--- config.mk ---
export PLATFORM = sky130hd
export DESIGN_NAME = jk_bank_sequencer
export DESIGN_NICKNAME = d
export VERILOG_FILES = /design/src/rtl/jk_bank_sequencer.sv
export SDC_FILE = /design/constraint.sdc
export NUM_CORES = 1
export LEC_CHECK = 0
export ABC_CLOCK_PERIOD_IN_PS = 2300
export CORE_ASPECT_RATIO = 1.1
export CORE_MARGIN = 3
export CORE_UTILIZATION = 35
export DETAILED_ROUTE_END_ITERATION = 10
export DONT_BUFFER_PORTS = 1
export GPL_ROUTABILITY_DRIVEN = 0
export GPL_TIMING_DRIVEN = 0
export HOLD_SLACK_MARGIN = 0.06
export PLACE_DENSITY_LB_ADDON = 0.1
export SYNTH_ARGS = -nofsm -noshare
export SYNTH_HDL_FRONTEND = slang
export SYNTH_SLANG_ARGS = --single-unit
--- constraint.sdc ---
create_clock -name input_CLK -period 2.3 [get_ports input_CLK]
set_clock_uncertainty 0.05 [all_clocks]
set_input_delay 0.345 -clock input_CLK [delete_from_list [all_inputs] [get_ports input_CLK]]
set_output_delay 0.345 -clock input_CLK [all_outputs]
set_load 0.03 [all_outputs]
--- src/rtl/jk_bank_sequencer.sv ---
// Sequences an external bank of W JK flops as a loadable up/down counter via a req/ack handshake.
// Optional macro JKSEQ_SATURATE_EN: counts stop early at all-ones/all-zeros and output_SAT flags it.
module jk_bank_sequencer #(
  parameter int unsigned W  = 4,
  parameter int unsigned SW = 8
) (
  input  logic          input_CLK,
  input  logic          input_ENA,
  input  logic          input_REQ,
  input  logic [1:0]    input_OP,
  input  logic [W-1:0]  input_DATA,
  input  logic [SW-1:0] input_STEPS,
  input  logic [W-1:0]  input_Q,
  output logic [W-1:0]  output_J,
  output logic [W-1:0]  output_K,
  output logic          output_BUSY,
`ifdef JKSEQ_SATURATE_EN
  output logic          output_SAT,
`endif
  output logic          output_ACK
);

  typedef enum logic [1:0] {StIdle, StExec, StDone} state_e;

  localparam logic [1:0] OpLoad  = 2'b00;
  localparam logic [1:0] OpClear = 2'b01;
  localparam logic [1:0] OpUp    = 2'b10;
  localparam logic [1:0] OpDn    = 2'b11;

  state_e        state_q, state_d;
  logic [1:0]    op_q, op_d;
  logic [W-1:0]  data_q, data_d;
  logic [SW-1:0] steps_q, steps_d;
  logic [W-1:0]  toggle;

`ifdef JKSEQ_SATURATE_EN
  logic sat_q, sat_d;
  logic at_limit;
  assign at_limit = op_q[0] ? (input_Q == '0) : (input_Q == '1);
`endif

  // Bit i toggles when every lower bit is 1 (up) or 0 (down); bit 0 always toggles.
  always_comb begin : toggle_mask
    logic run;
    run    = 1'b1;
    toggle = '0;
    for (int i = 0; i < W; i++) begin
      toggle[i] = run;
      run       = run & (op_q[0] ? ~input_Q[i] : input_Q[i]);
    end
  end

  always_ff @(posedge input_CLK or posedge input_ENA) begin
    if (input_ENA) begin
      state_q <= StIdle;
      op_q    <= '0;
      data_q  <= '0;
      steps_q <= '0;
`ifdef JKSEQ_SATURATE_EN
      sat_q   <= 1'b0;
`endif
    end else begin
      state_q <= state_d;
      op_q    <= op_d;
      data_q  <= data_d;
      steps_q <= steps_d;
`ifdef JKSEQ_SATURATE_EN
      sat_q   <= sat_d;
`endif
    end
  end

  always_comb begin
    state_d = state_q;
    op_d    = op_q;
    data_d  = data_q;
    steps_d = steps_q;
`ifdef JKSEQ_SATURATE_EN
    sat_d   = sat_q;
`endif
    unique case (state_q)
      StIdle: begin
        if (input_REQ) begin
          op_d    = input_OP;
          data_d  = input_DATA;
          steps_d = input_STEPS;
`ifdef JKSEQ_SATURATE_EN
          sat_d   = 1'b0;
`endif
          state_d = (input_OP[1] && (input_STEPS == '0)) ? StDone : StExec;
        end
      end
      StExec: begin
        if (!op_q[1]) begin
          state_d = StDone;
        end else begin
`ifdef JKSEQ_SATURATE_EN
          if (at_limit) begin
            state_d = StDone;
            steps_d = '0;
            sat_d   = 1'b1;
          end else
`endif
          begin
            steps_d = steps_q - SW'(1);
            if (steps_q == SW'(1)) state_d = StDone;
          end
        end
      end
      StDone:  state_d = StIdle;
      default: state_d = StIdle;
    endcase
  end

  always_comb begin
    output_J = '0;
    output_K = '0;
    if (state_q == StExec) begin
      case (op_q)
        OpLoad: begin
          output_J = data_q;
          output_K = ~data_q;
        end
        OpClear: output_K = '1;
        OpUp, OpDn: begin
`ifdef JKSEQ_SATURATE_EN
          if (!at_limit) begin
            output_J = toggle;
            output_K = toggle;
          end
`else
          output_J = toggle;
          output_K = toggle;
`endif
        end
        default: ;
      endcase
    end
  end

  assign output_BUSY = (state_q != StIdle);
  assign output_ACK  = (state_q == StDone);
`ifdef JKSEQ_SATURATE_EN
  assign output_SAT  = (state_q == StDone) & sat_q;
`endif

endmodule

==> flow_metrics.env, run 1 <==
export IMPL_dp_cells=147
export IMPL_setup_viol=0
export IMPL_arrival_ns=1.86
export IMPL_crit_chain="or3b_4, mux2_4, a221oi_4"
export IMPL_p_comb_share_pct=56.4
export IMPL_syn_avg_cell_area_um2=8.79
export IMPL_track_usage_pct=14.8
export IMPL_clock_latency_ns=0.28
export IMPL_period_share_pct=98.2
export IMPL_syn_nets=139
export IMPL_port_buffers=0
export IMPL_r2r_cells=3
export IMPL_fin_cells=152
export IMPL_p_sw_share_pct=50.5
export IMPL_synth_top_family_by_area="compound AO/OA/AOI/OAI gates"
export IMPL_crit_path_max_fanout=6
export IMPL_root_buffer="clkbuf_4"
export IMPL_power_density_nw_per_um2=1570
export IMPL_grt_pass1_wl_um=4260
export IMPL_cts_clk_slew_worst_paths_ns=0.10
export IMPL_worstSetupEndpointType="output port"
export IMPL_r2r_slack_ns=0.60
export IMPL_regToRegEndpoint="data_q[3]$_DFFE_PP0P_"
export IMPL_clkPwrFrac_pct=10.5
export IMPL_path_class="reg -> out"
export IMPL_critPathTopFamily="compound AO/OA/AOI/OAI gates"
export IMPL_fp_coreArea_um2=2640
export IMPL_grt_overflow=0
export IMPL_num_rows=19
export IMPL_cts_tree="yes"
export IMPL_synth_seq_cells=16
export IMPL_route_detailed_drc=0
export IMPL_setup_tns_ns=0
export IMPL_drv_slew=0
export IMPL_final_antenna_net_count=0
export IMPL_min_period_ns=2.26
export IMPL_wirelength_um=2460
export IMPL_critPathMaxStageDelay_ns=0.44
export IMPL_fmax_mhz=443
export IMPL_ys_types=35
export IMPL_avgRoutedWirePerCell_um=16.2
export IMPL_hp_class="in -> reg"
export IMPL_cellLeakagePower_nw=0.459
export IMPL_vias=870
export IMPL_clock_sinks=16
export IMPL_power_switching_mw=0.900
export IMPL_area_growth_pct=11.3
export IMPL_path_buf_inv=0
export IMPL_yosys_area_top_type="dfrtp_1"
export IMPL_synthTopCellsByArea="dfrtp_1 (39%), nor2_1 (6.6%), o21ai_0 (5.9%)"
export IMPL_grt_setup_unrepaired="yes"
export IMPL_post_cts_buffers=0
export IMPL_cts_buffer_depth=2
export IMPL_synth_compound_area_share_pct=22.7
export IMPL_place_area_um2=1060
export IMPL_ios=31
export IMPL_yosys_area_share_simple_pct=21.5
export IMPL_yosysSeqAreaShare_pct=39.3
export IMPL_hold_end="op_q[1]$_DFFE_PP0P_"
export IMPL_synth_cell_area_um2=1020
export IMPL_layout_drive_gt1_share_pct=19.8
export IMPL_routed_via_density=5.72
export IMPL_dp_hpwl_um=1860
export IMPL_dr_pass1_iters=4
export IMPL_worst_path_max_delay_cell="a221oi_4"
export IMPL_dr_first_iter_drc_count=42
export IMPL_start_kind="register"
export IMPL_antenna_cells=0
export IMPL_p_seq_share_pct=33.1
export IMPL_start_util_pct=38.6
export IMPL_timing_rr_start="state_q[1]$_DFFE_PP0P_"
export IMPL_netlist_instances=116
export IMPL_worstHoldStart="input_OP[1]"
export IMPL_antenna_found_initial=0
export IMPL_fp_dieH_um=62.6
export IMPL_die_w_um=57.5
export IMPL_min_path_cells=2
export IMPL_status="complete, no violations"
export IMPL_die_area_um2=3600
export IMPL_p_int_mw=0.881
export IMPL_synth_xor_area_share_pct=0.859
export IMPL_ys_warn_count=0
export IMPL_slew_headroom_pct=55.4
export IMPL_power_mw=1.78
export IMPL_synthAdderAreaFrac_pct=2.45
export IMPL_hold_viol=0
export IMPL_tightest_slew_ns=0.669
export IMPL_h_tree_depth=1
export IMPL_design_area_um2=1130
export IMPL_final_nets=145
export IMPL_synth_top_area_share_pct=39.3
export IMPL_peakVddDrop_v=0.000756
export IMPL_synthMuxAreaShare_pct=8.96
export IMPL_grt_max_degree=17
export IMPL_critPathRequiredTime_ns=1.90
export IMPL_grt_pass1_vias=915
export IMPL_drv_cap=0
export IMPL_cts_buffers=3
-- final cells by class --
class / instances / area (um^2)
sequential: 16 / 402
buffer: 5 / 21.3
fill: 277 / 1500
multi-input combinational: 89 / 604
tap: 31 / 38.8
clock buffer: 4 / 36.3
timing repair buffer: 1 / 10.0
inverter: 6 / 22.5
-- layout by cell type, fill, tap and decap left out, drive strengths merged --
cell type / Yosys / final
a221oi: 1 / 1
nor3: 4 / 4
a21oi: 11 / 11
ha: 2 / 2
nand2b: 3 / 3
nor4bb: 1 / 1
mux2: 6 / 6
a32oi: 1 / 1
nand2: 3 / 3
inv: 6 / 6
a22oi: 3 / 3
a21o: 1 / 1
clkbuf: 3 / 7
xor2: 1 / 1
mux2i: 2 / 2
a41oi: 1 / 1
buf: 2 / 2
or3: 1 / 1
nor2b: 1 / 1
or2: 2 / 2
a211oi: 1 / 1
or3b: 1 / 1
dfrtp: 16 / 16
nand3b: 1 / 1
nor4: 5 / 5
o21ai: 13 / 13
o2bb2ai: 2 / 2
a22o: 1 / 1
dlygate4sd3: 0 / 1
nor2: 20 / 20
a2bb2oi: 1 / 1
-- registers in the layout (all words and copies together) (netlist names) --
name,flops
steps_q,8
data_q,4
op_q,2
state_q,2
-- layer usage --
layer,part of all wire (%),GRT usage [%],vias up
met5,0,0,-
met4,0.65,6.96,0
met3,9.9,5.37,2
met2,48,23.6,37
met1,42,17.4,401
li1,-,-,430
-- synthesized netlist by cell type (all sizes together) --
| cell | number |
|---|---|
| inv | 6 |
| a41oi | 1 |
| mux2 | 6 |
| a22oi | 3 |
| a2bb2oi | 1 |
| nand2 | 3 |
| buf | 2 |
| a21o | 1 |
| a32oi | 1 |
| ha | 2 |
| or3 | 1 |
| nor3 | 4 |
| nor4 | 5 |
| a221oi | 1 |
| or2 | 2 |
| a21oi | 11 |
| mux2i | 2 |
| or3b | 1 |
| dfrtp | 16 |
| nand2b | 3 |
| o21ai | 13 |
| clkbuf | 3 |
| a211oi | 1 |
| nand3b | 1 |
| nor4bb | 1 |
| nor2b | 1 |
| a22o | 1 |
| nor2 | 20 |
| xor2 | 1 |
| o2bb2ai | 2 |
-- through the flow --
stage / setup WS (ns) / utilization [%] / hold WS (ns)
floorplan: 0.310 / - / 0.209
global placement: 0.205 / 40.1 / 0.306
detailed placement: 0.180 / 40.1 / 0.312
CTS: 0.0117 / 42.6 / 0.122
global route: -0.0506 / 43.0 / 0.117
finish: 0.0415 / 43.0 / 0.132
-- cells by family after synthesis --
| kind of cell | count (synthesis) |
|---|---|
| simple gates | 42 |
| buf+inv | 11 |
| mux | 8 |
| xor+xnor | 1 |
| fa+ha+maj | 2 |
| compound gates | 36 |
| flops | 16 |
-- power groups by stage --
stage / Clock [mW] / Combinational, mW / Sequential [mW]
floorplan: 0 / 0.825 / 0.540
global placement: 0 / 0.958 / 0.581
detailed placement: 0 / 0.967 / 0.579
CTS: 0.196 / 0.996 / 0.586
global route: 0.215 / 1.13 / 0.617
finish: 0.188 / 1.00 / 0.589
-- worst max path at each step --
stage,from,to,slack (ns),cells past startpoint
5_1_grt,state_q[1]$_DFFE_PP0P_,output_K[2],-0.05,3
4_1_cts,op_q[0]$_DFFE_PP0P_,output_J[3],0.01,4
3_3_place_gp,state_q[1]$_DFFE_PP0P_,output_K[1],0.21,3
6_report,op_q[0]$_DFFE_PP0P_,output_K[3],0.04,3
2_1_floorplan,op_q[0]$_DFFE_PP0P_,output_K[3],0.31,3
3_5_place_dp,state_q[1]$_DFFE_PP0P_,output_K[1],0.18,3
-- timing repair --
| action | 4_1_cts | 5_1_grt |
|---|---|---|
| gates cloned | 0 | 0 |
| gates resized for setup | 3 | 4 |
| endpoints found under the setup margin | 2 | 5 |
| pin swaps | 0 | 1 |
| hold buffers | 1 | 0 |
| endpoints found under the hold margin | 16 | 0 |
Note: power is estimated with default switching activity, not from simulation.
==> inputs of run 2 (changes only) <==
==> constraint.sdc (replaced) <==
create_clock -name input_CLK -period 2.3 [get_ports input_CLK]
set_clock_uncertainty 0.05 [all_clocks]
set_input_delay 0.46 -clock input_CLK [delete_from_list [all_inputs] [get_ports input_CLK]]
set_output_delay 0.46 -clock input_CLK [all_outputs]
set_load 0.03 [all_outputs]
==> flow_metrics.env, run 2 (synthesis results as in run 1) <==
export IMPL_clock_latency_ns=0.28
export IMPL_drv_slew=0
export IMPL_final_nets=148
export IMPL_clkPwrFrac_pct=10.0
export IMPL_cts_buffer_depth=2
export IMPL_final_cell_mix="dfrtp_1 (16), nor2_1 (15), o21ai_0 (12)"
export IMPL_root_buffer="clkbuf_4"
export IMPL_fin_cells=155
export IMPL_setup_slack_ns=-0.00885
export IMPL_p_seq_share_pct=30.9
export IMPL_crit_path_max_fanout=3
export IMPL_dr_pass1_iters=4
export IMPL_layout_drive_gt1_share_pct=25.0
export IMPL_num_fill_cells=273
export IMPL_dp_cells=147
export IMPL_cts_buffers=3
export IMPL_ios=31
export IMPL_cts_tree="yes"
export IMPL_num_rows=19
export IMPL_die_area_um2=3600
export IMPL_worstSetupEndpointType="output port"
export IMPL_hold_viol=0
export IMPL_violations="setup timing"
export IMPL_fin_util_pct=45.0
export IMPL_route_detailed_drc=0
export IMPL_status="finished with violations"
export IMPL_pre_cts_ws_ns=0.0534
export IMPL_clock_sinks=16
export IMPL_wirelength_um=2540
export IMPL_vias=876
export IMPL_critPathRequiredTime_ns=1.79
export IMPL_largest_reg_flops=8
export IMPL_cts_clk_slew_worst_paths_ns=0.10
export IMPL_dr_first_iter_drc_count=50
export IMPL_power_density_nw_per_um2=1590
export IMPL_fp_dieH_um=62.6
export IMPL_path_class="reg -> out"
export IMPL_port_buffers=0
export IMPL_peakVddDrop_v=0.000765
export IMPL_ctsHoldBuffers=0
export IMPL_die_w_um=57.5
export IMPL_grt_pass1_wl_um=4310
export IMPL_period_share_pct=100
export IMPL_setup_viol=1
export IMPL_hp_class="in -> async"
export IMPL_fmax_mhz=433
export IMPL_area_growth_pct=16.6
export IMPL_grt_max_degree=17
export IMPL_power_switching_mw=0.957
export IMPL_min_period_ns=2.31
export IMPL_antenna_cells=0
export IMPL_track_usage_pct=15.0
export IMPL_grt_setup_unrepaired="yes"
export IMPL_slew_headroom_pct=58.0
export IMPL_drv_cap=0
export IMPL_tightest_slew_ns=0.629
export IMPL_dp_hpwl_um=1860
export IMPL_p_comb_share_pct=59.1
export IMPL_cellLeakagePower_nw=0.479
export IMPL_h_tree_depth=1
export IMPL_regMostFlops="steps_q"
export IMPL_arrival_ns=1.80
export IMPL_fp_coreArea_um2=2640
export IMPL_start_kind="register"
export IMPL_p_int_mw=0.932
export IMPL_grt_overflow=0
export IMPL_avgRoutedWirePerCell_um=16.4
export IMPL_start_util_pct=38.6
export IMPL_routed_via_density=5.65
export IMPL_grt_pass1_vias=925
export IMPL_antenna_found_initial=0
export IMPL_final_antenna_net_count=0
export IMPL_top_regs="steps_q x8, data_q x4"
export IMPL_p_sw_share_pct=50.7
export IMPL_layout_commonest_cell="dfrtp_1"
## run 2: cell types whose count changed in the layout (fill, tap and decap cells not counted)
| cell | before | now |
|---|---|---|
| buf_4 | 0 | 4 |
| dfrtp_2 | 1 | 0 |
| dlygate4sd3_1 | 1 | 0 |
| a211oi_2 | 1 | 0 |
| clkbuf_2 | 0 | 1 |
| nor2_4 | 0 | 2 |
| clkbuf_1 | 3 | 2 |
| a21oi_1 | 9 | 8 |
| a211oi_4 | 0 | 1 |
| nor2_1 | 17 | 15 |
| dfrtp_1 | 15 | 16 |
| a21oi_4 | 0 | 1 |
## run 2: final cells by class
cell class                      count  area [um^2]  area share (%)
Buffer                              5         22.5            1.89
Clock buffer                        4         36.3            3.05
Inverter                            6         22.5            1.89
Multi-Input combinational cell     89          638            53.7
Sequential cell                    16          400            33.7
Tap cell                           31         38.8            3.26
Timing Repair Buffer                4         30.0            2.53
## run 2: stage by stage
step           TNS [ns]  power [mW]  hold slack (ns)  area (um^2)
4_1_cts          -0.136        1.82            0.104         1140
2_1_floorplan         0        1.37            0.324         1020
3_3_place_gp          0        1.54            0.421         1060
6_report       -0.00885        1.89           0.0801         1190
3_5_place_dp          0        1.55            0.427         1060
5_1_grt          -0.131        2.07            0.116         1190
## run 2: power by group through the flow
| stage | Sequential, mW | Clock, mW | Combinational, mW |
|---|---|---|---|
| floorplan | 0.540 | 0 | 0.825 |
| global placement | 0.581 | 0 | 0.958 |
| detailed placement | 0.579 | 0 | 0.967 |
| CTS | 0.580 | 0.196 | 1.05 |
| global route | 0.613 | 0.215 | 1.24 |
| finish | 0.585 | 0.189 | 1.12 |
## run 2: per-layer routing
layer  global-route usage (%)  routed length (um)
met5                        0                   0
met3                     5.17                 218
met2                     24.2                1190
met4                     6.96                  17
met1                     17.5                1110
## run 2: path summary, 6_finish.rpt
| path | start | endpoint | slack [ns] | cells after the start |
|---|---|---|---|---|
| setup / recovery | op_q[0]$_DFFE_PP0P_ | output_K[3] | -0.009 | 3 |
| hold / removal | input_ENA | data_q[1]$_DFFE_PP0P_ | 0.08 | 1 |
| setup reg to reg | state_q[1]$_DFFE_PP0P_ | data_q[3]$_DFFE_PP0P_ | 0.59 | 3 |
| hold reg to reg | steps_q[1]$_DFFE_PP0P_ | steps_q[1]$_DFFE_PP0P_ | 0.49 | 2 |
| max in group asynchronous | input_ENA | state_q[1]$_DFFE_PP0P_ | 1.72 | 1 |
| min in group input_CLK | input_OP[1] | op_q[1]$_DFFE_PP0P_ | 0.24 | 2 |
## run 2: repair_timing
item,4_1_cts,5_1_grt
pin swaps,1,2
gates resized for setup,8,7
setup buffers,1,3
cloned,0,0
setup endpoints to repair,7,8
## run 2: worst max-delay path, stage by stage (launching register included)
cell and delay, ns:
dfrtp_1 0.38, or3b_4 0.40, mux2_4 0.31, a221oi_4 0.42
==> inputs of run 3 (changes only) <==
- SKIP_CTS_REPAIR_TIMING: not set -> 1
==> flow_metrics.env, run 3 (synthesis results as in run 1) <==
export IMPL_drv_cap=0
export IMPL_avgRoutedWirePerCell_um=16.3
export IMPL_clock_sinks=16
export IMPL_routed_via_density=5.65
export IMPL_start_util_pct=38.6
export IMPL_final_nets=146
export IMPL_tightest_slew_ns=0.629
export IMPL_track_usage_pct=14.5
export IMPL_path_class="reg -> out"
export IMPL_wirelength_um=2490
export IMPL_dr_first_iter_drc_count=38
export IMPL_cts_buffer_depth=2
export IMPL_violations="setup timing"
export IMPL_dp_cells=147
export IMPL_slew_headroom_pct=58.0
export IMPL_vias=864
export IMPL_num_rows=19
export IMPL_dp_hpwl_um=1860
export IMPL_cellLeakagePower_nw=0.467
export IMPL_dr_pass1_iters=4
export IMPL_r2r_cells=3
export IMPL_fmax_mhz=425
export IMPL_antenna_found_initial=0
export IMPL_hold_viol=0
export IMPL_regToRegEndpoint="data_q[3]$_DFFE_PP0P_"
export IMPL_crit_path_max_fanout=5
export IMPL_final_cell_mix="nor2_1 (15), dfrtp_1 (15), o21ai_0 (12)"
export IMPL_die_w_um=57.5
export IMPL_power_density_nw_per_um2=1600
export IMPL_area_growth_pct=14.0
export IMPL_timing_rr_start="state_q[1]$_DFFE_PP0P_"
export IMPL_die_area_um2=3600
export IMPL_min_period_ns=2.35
export IMPL_grt_overflow=0
export IMPL_top_regs="steps_q x8, data_q x4"
export IMPL_r2r_slack_ns=0.60
export IMPL_largest_reg_flops=8
export IMPL_layout_drive_gt1_share_pct=24.6
export IMPL_hp_class="in -> async"
export IMPL_worstSetupEndpointType="output port"
export IMPL_fp_coreArea_um2=2640
export IMPL_grt_setup_unrepaired="yes"
export IMPL_period_share_pct=102
export IMPL_peakVddDrop_v=0.000799
export IMPL_regMostFlops="steps_q"
export IMPL_fin_cells=153
export IMPL_setup_slack_ns=-0.0533
export IMPL_power_mw=1.86
export IMPL_ios=31
export IMPL_critPathRequiredTime_ns=1.79
export IMPL_antenna_cells=0
export IMPL_fin_util_pct=44.0
export IMPL_port_buffers=0
export IMPL_route_detailed_drc=0
export IMPL_arrival_ns=1.84
export IMPL_grt_pass1_wl_um=4170
export IMPL_fp_dieH_um=62.6
export IMPL_drv_slew=0
export IMPL_hold_ws_ns=0.0801
export IMPL_cts_tree="yes"
export IMPL_clock_latency_ns=0.28
export IMPL_status="finished with violations"
export IMPL_grt_pass1_vias=917
export IMPL_grt_max_degree=17
export IMPL_final_antenna_net_count=0
export IMPL_h_tree_depth=1
export IMPL_pre_cts_ws_ns=0.0534
export IMPL_cts_buffers=3
export IMPL_start_kind="register"
export IMPL_cts_clk_slew_worst_paths_ns=0.10
export IMPL_root_buffer="clkbuf_4"
export IMPL_setup_viol=1
run 3: cell types whose count changed in the layout (fill, tap and decap cells not counted):
cell / change
buf_4: -2
a21oi_2: +1
a21oi_4: -1
dfrtp_1: -1
dfrtp_2: +1
nor2_2: +1
nor2_4: -1
run 3: stage by stage:
stage / TNS (ns) / instance area, um^2
global placement: 0 / 1060
CTS: -0.625 / 1090
detailed placement: 0 / 1060
floorplan: 0 / 1020
finish: -0.0533 / 1160
global route: -0.186 / 1160
run 3: layout make-up:
type | instances | area (um^2)
inverter | 6 | 22.5
fill | 272 | 1480
buffer | 5 | 22.5
sequential | 16 | 402
timing repair buffer | 2 | 15.0
tap | 31 | 38.8
clock buffer | 4 | 36.3
multi-input combinational | 89 | 626
run 3: worst max-delay path: stages (launching register included):
cell	delay, ns
dfrtp_2	0.41
or3b_4	0.40
mux2_4	0.31
a221oi_4	0.44
run 3: power by group:
part           switching [mW]  internal, mW  total [mW]
registers               0.166         0.423       0.589
clock network          0.0926        0.0963       0.189
logic                   0.682         0.398        1.08
run 3: worst max path at each step:
stage	from	endpoint	slack, ns	cells after the start
floorplan	input_Q[0]	output_K[3]	0.10	3
global placement	input_Q[0]	output_K[3]	0.06	3
detailed placement	input_Q[0]	output_K[3]	0.05	3
CTS	state_q[1]$_DFFE_PP0P_	output_K[1]	-0.27	3
global route	op_q[0]$_DFFE_PP0P_	output_K[3]	-0.14	3
finish	op_q[0]$_DFFE_PP0P_	output_K[3]	-0.05	3
run 3: layer usage:
metal	vias up	share of wire, %	track usage [%]
met5	-	0	0
met4	0	0.92	7.54
met3	5	9.1	5.79
met2	34	47	22.5
met1	394	43	16.9
li1	431	-	-
==> edit, RTL diff (config.mk and constraints of run 2) <==
Set the parameter `W` to 3 (it was 4).
--- a/src/rtl/jk_bank_sequencer.sv
+++ b/src/rtl/jk_bank_sequencer.sv
@@ -2,5 +2,5 @@
 // Optional macro JKSEQ_SATURATE_EN: counts stop early at all-ones/all-zeros and output_SAT flags it.
 module jk_bank_sequencer #(
-  parameter int unsigned W  = 4,
+  parameter int unsigned W  = 3,
   parameter int unsigned SW = 8
 ) (
Interface: changed (resized input_DATA, input_Q, output_J and output_K); port bits go from 31 to 27. The function was not compared with the original's and may differ.
==> edit against run 2 <==
- die area fell by 0.44%
- fmax rose by 1.2%
- worst setup slack improved by 0.027 ns
- via count fell by 0.68%
- routed wire length fell by 5.6%
- synthesized area fell by 0.49%
- final cell count did not move
- sequential cell count fell by 1
- power fell by 8.5%
- cell area fell by 7.4%
- global-route usage fell by 0.59 points
- combinational power fell by 6%
- largest cell class unchanged
- largest power group unchanged
==> edit: results (changes against run 2) <==
PD cells 1570 nW/um^2 (-1.3%); Inverters excl. clock 8 (+2); xor/xnor share of the synthesized area 0 (-0.00859); clock-net power 153 uW (-19%); Compound-Gate Fraction of Synth Area 0.219 (-0.00751); Die ar. 3580 sq um (-0.44%); VDD IR max 0.00107 V (+39%); Register Area 375 sq um (-6.3%); top post-synthesis cells by area dfrtp_1 (37%), nor2_1 (6.7%), a21oi_1 (4.9%); largest net degree at the start of global routing 16 (-1); nonclk buf count 7 (-2); Seq/total area 0.341 (+0.00407); Post-Synth Adder-Cell Area 0.0247 (+0.000121); Crit path largest cell delay 0.47 ns (+0.05 ns); post-cts resize count 3 (-5); #MultiIn Comb 90 (+1.1%); status completed; pre-CTS setup slack 0.0196 ns (-0.0338 ns); Rel. slew slack 0.590 (+0.00951); Period minus WS final 2.28 ns (-0.0266 ns); Slowest-stage cell, CP nor2_1; Layout clock area frac 0.0239 (-0.00666); combinational share of power 0.609 (+0.018); Synthesized Nets 141 (+1.4%); placed cell count 151 (+2.7%)
==> edit: changes by cell type after synthesis, moves of 2 or more <==
| cell | change |
|---|---|
| o21ai_1 | +5 |
| o21ai_0 | -4 |
| a31oi_1 | +2 |
| buf_4 | +2 |
| buf_6 | +2 |
| clkbuf_1 | -2 |
| inv_1 | +2 |
| mux2_2 | -2 |
| nand2_1 | +2 |
| nor2_2 | -2 |
==> edit: routing by layer <==
metal | global-route usage | vias up | share of wire | wire length (microns)
met4 | 0.0261 | 0 | 0.0063 | 15
met5 | 0 | - | 0 | 0
met3 | 0.0579 | 2 | 0.089 | 214
met1 | 0.205 | 405 | 0.48 | 1140
li1 | - | 432 | - | -
met2 | 0.205 | 31 | 0.43 | 1030
==> edit: worst max-delay path: cells and delay by family, from the launching register on <==
family | cells | cell delay [ns]
and+or+nand+nor | 2 | 0.64
DFF | 1 | 0.45
buffers and inverters | 2 | 0.39
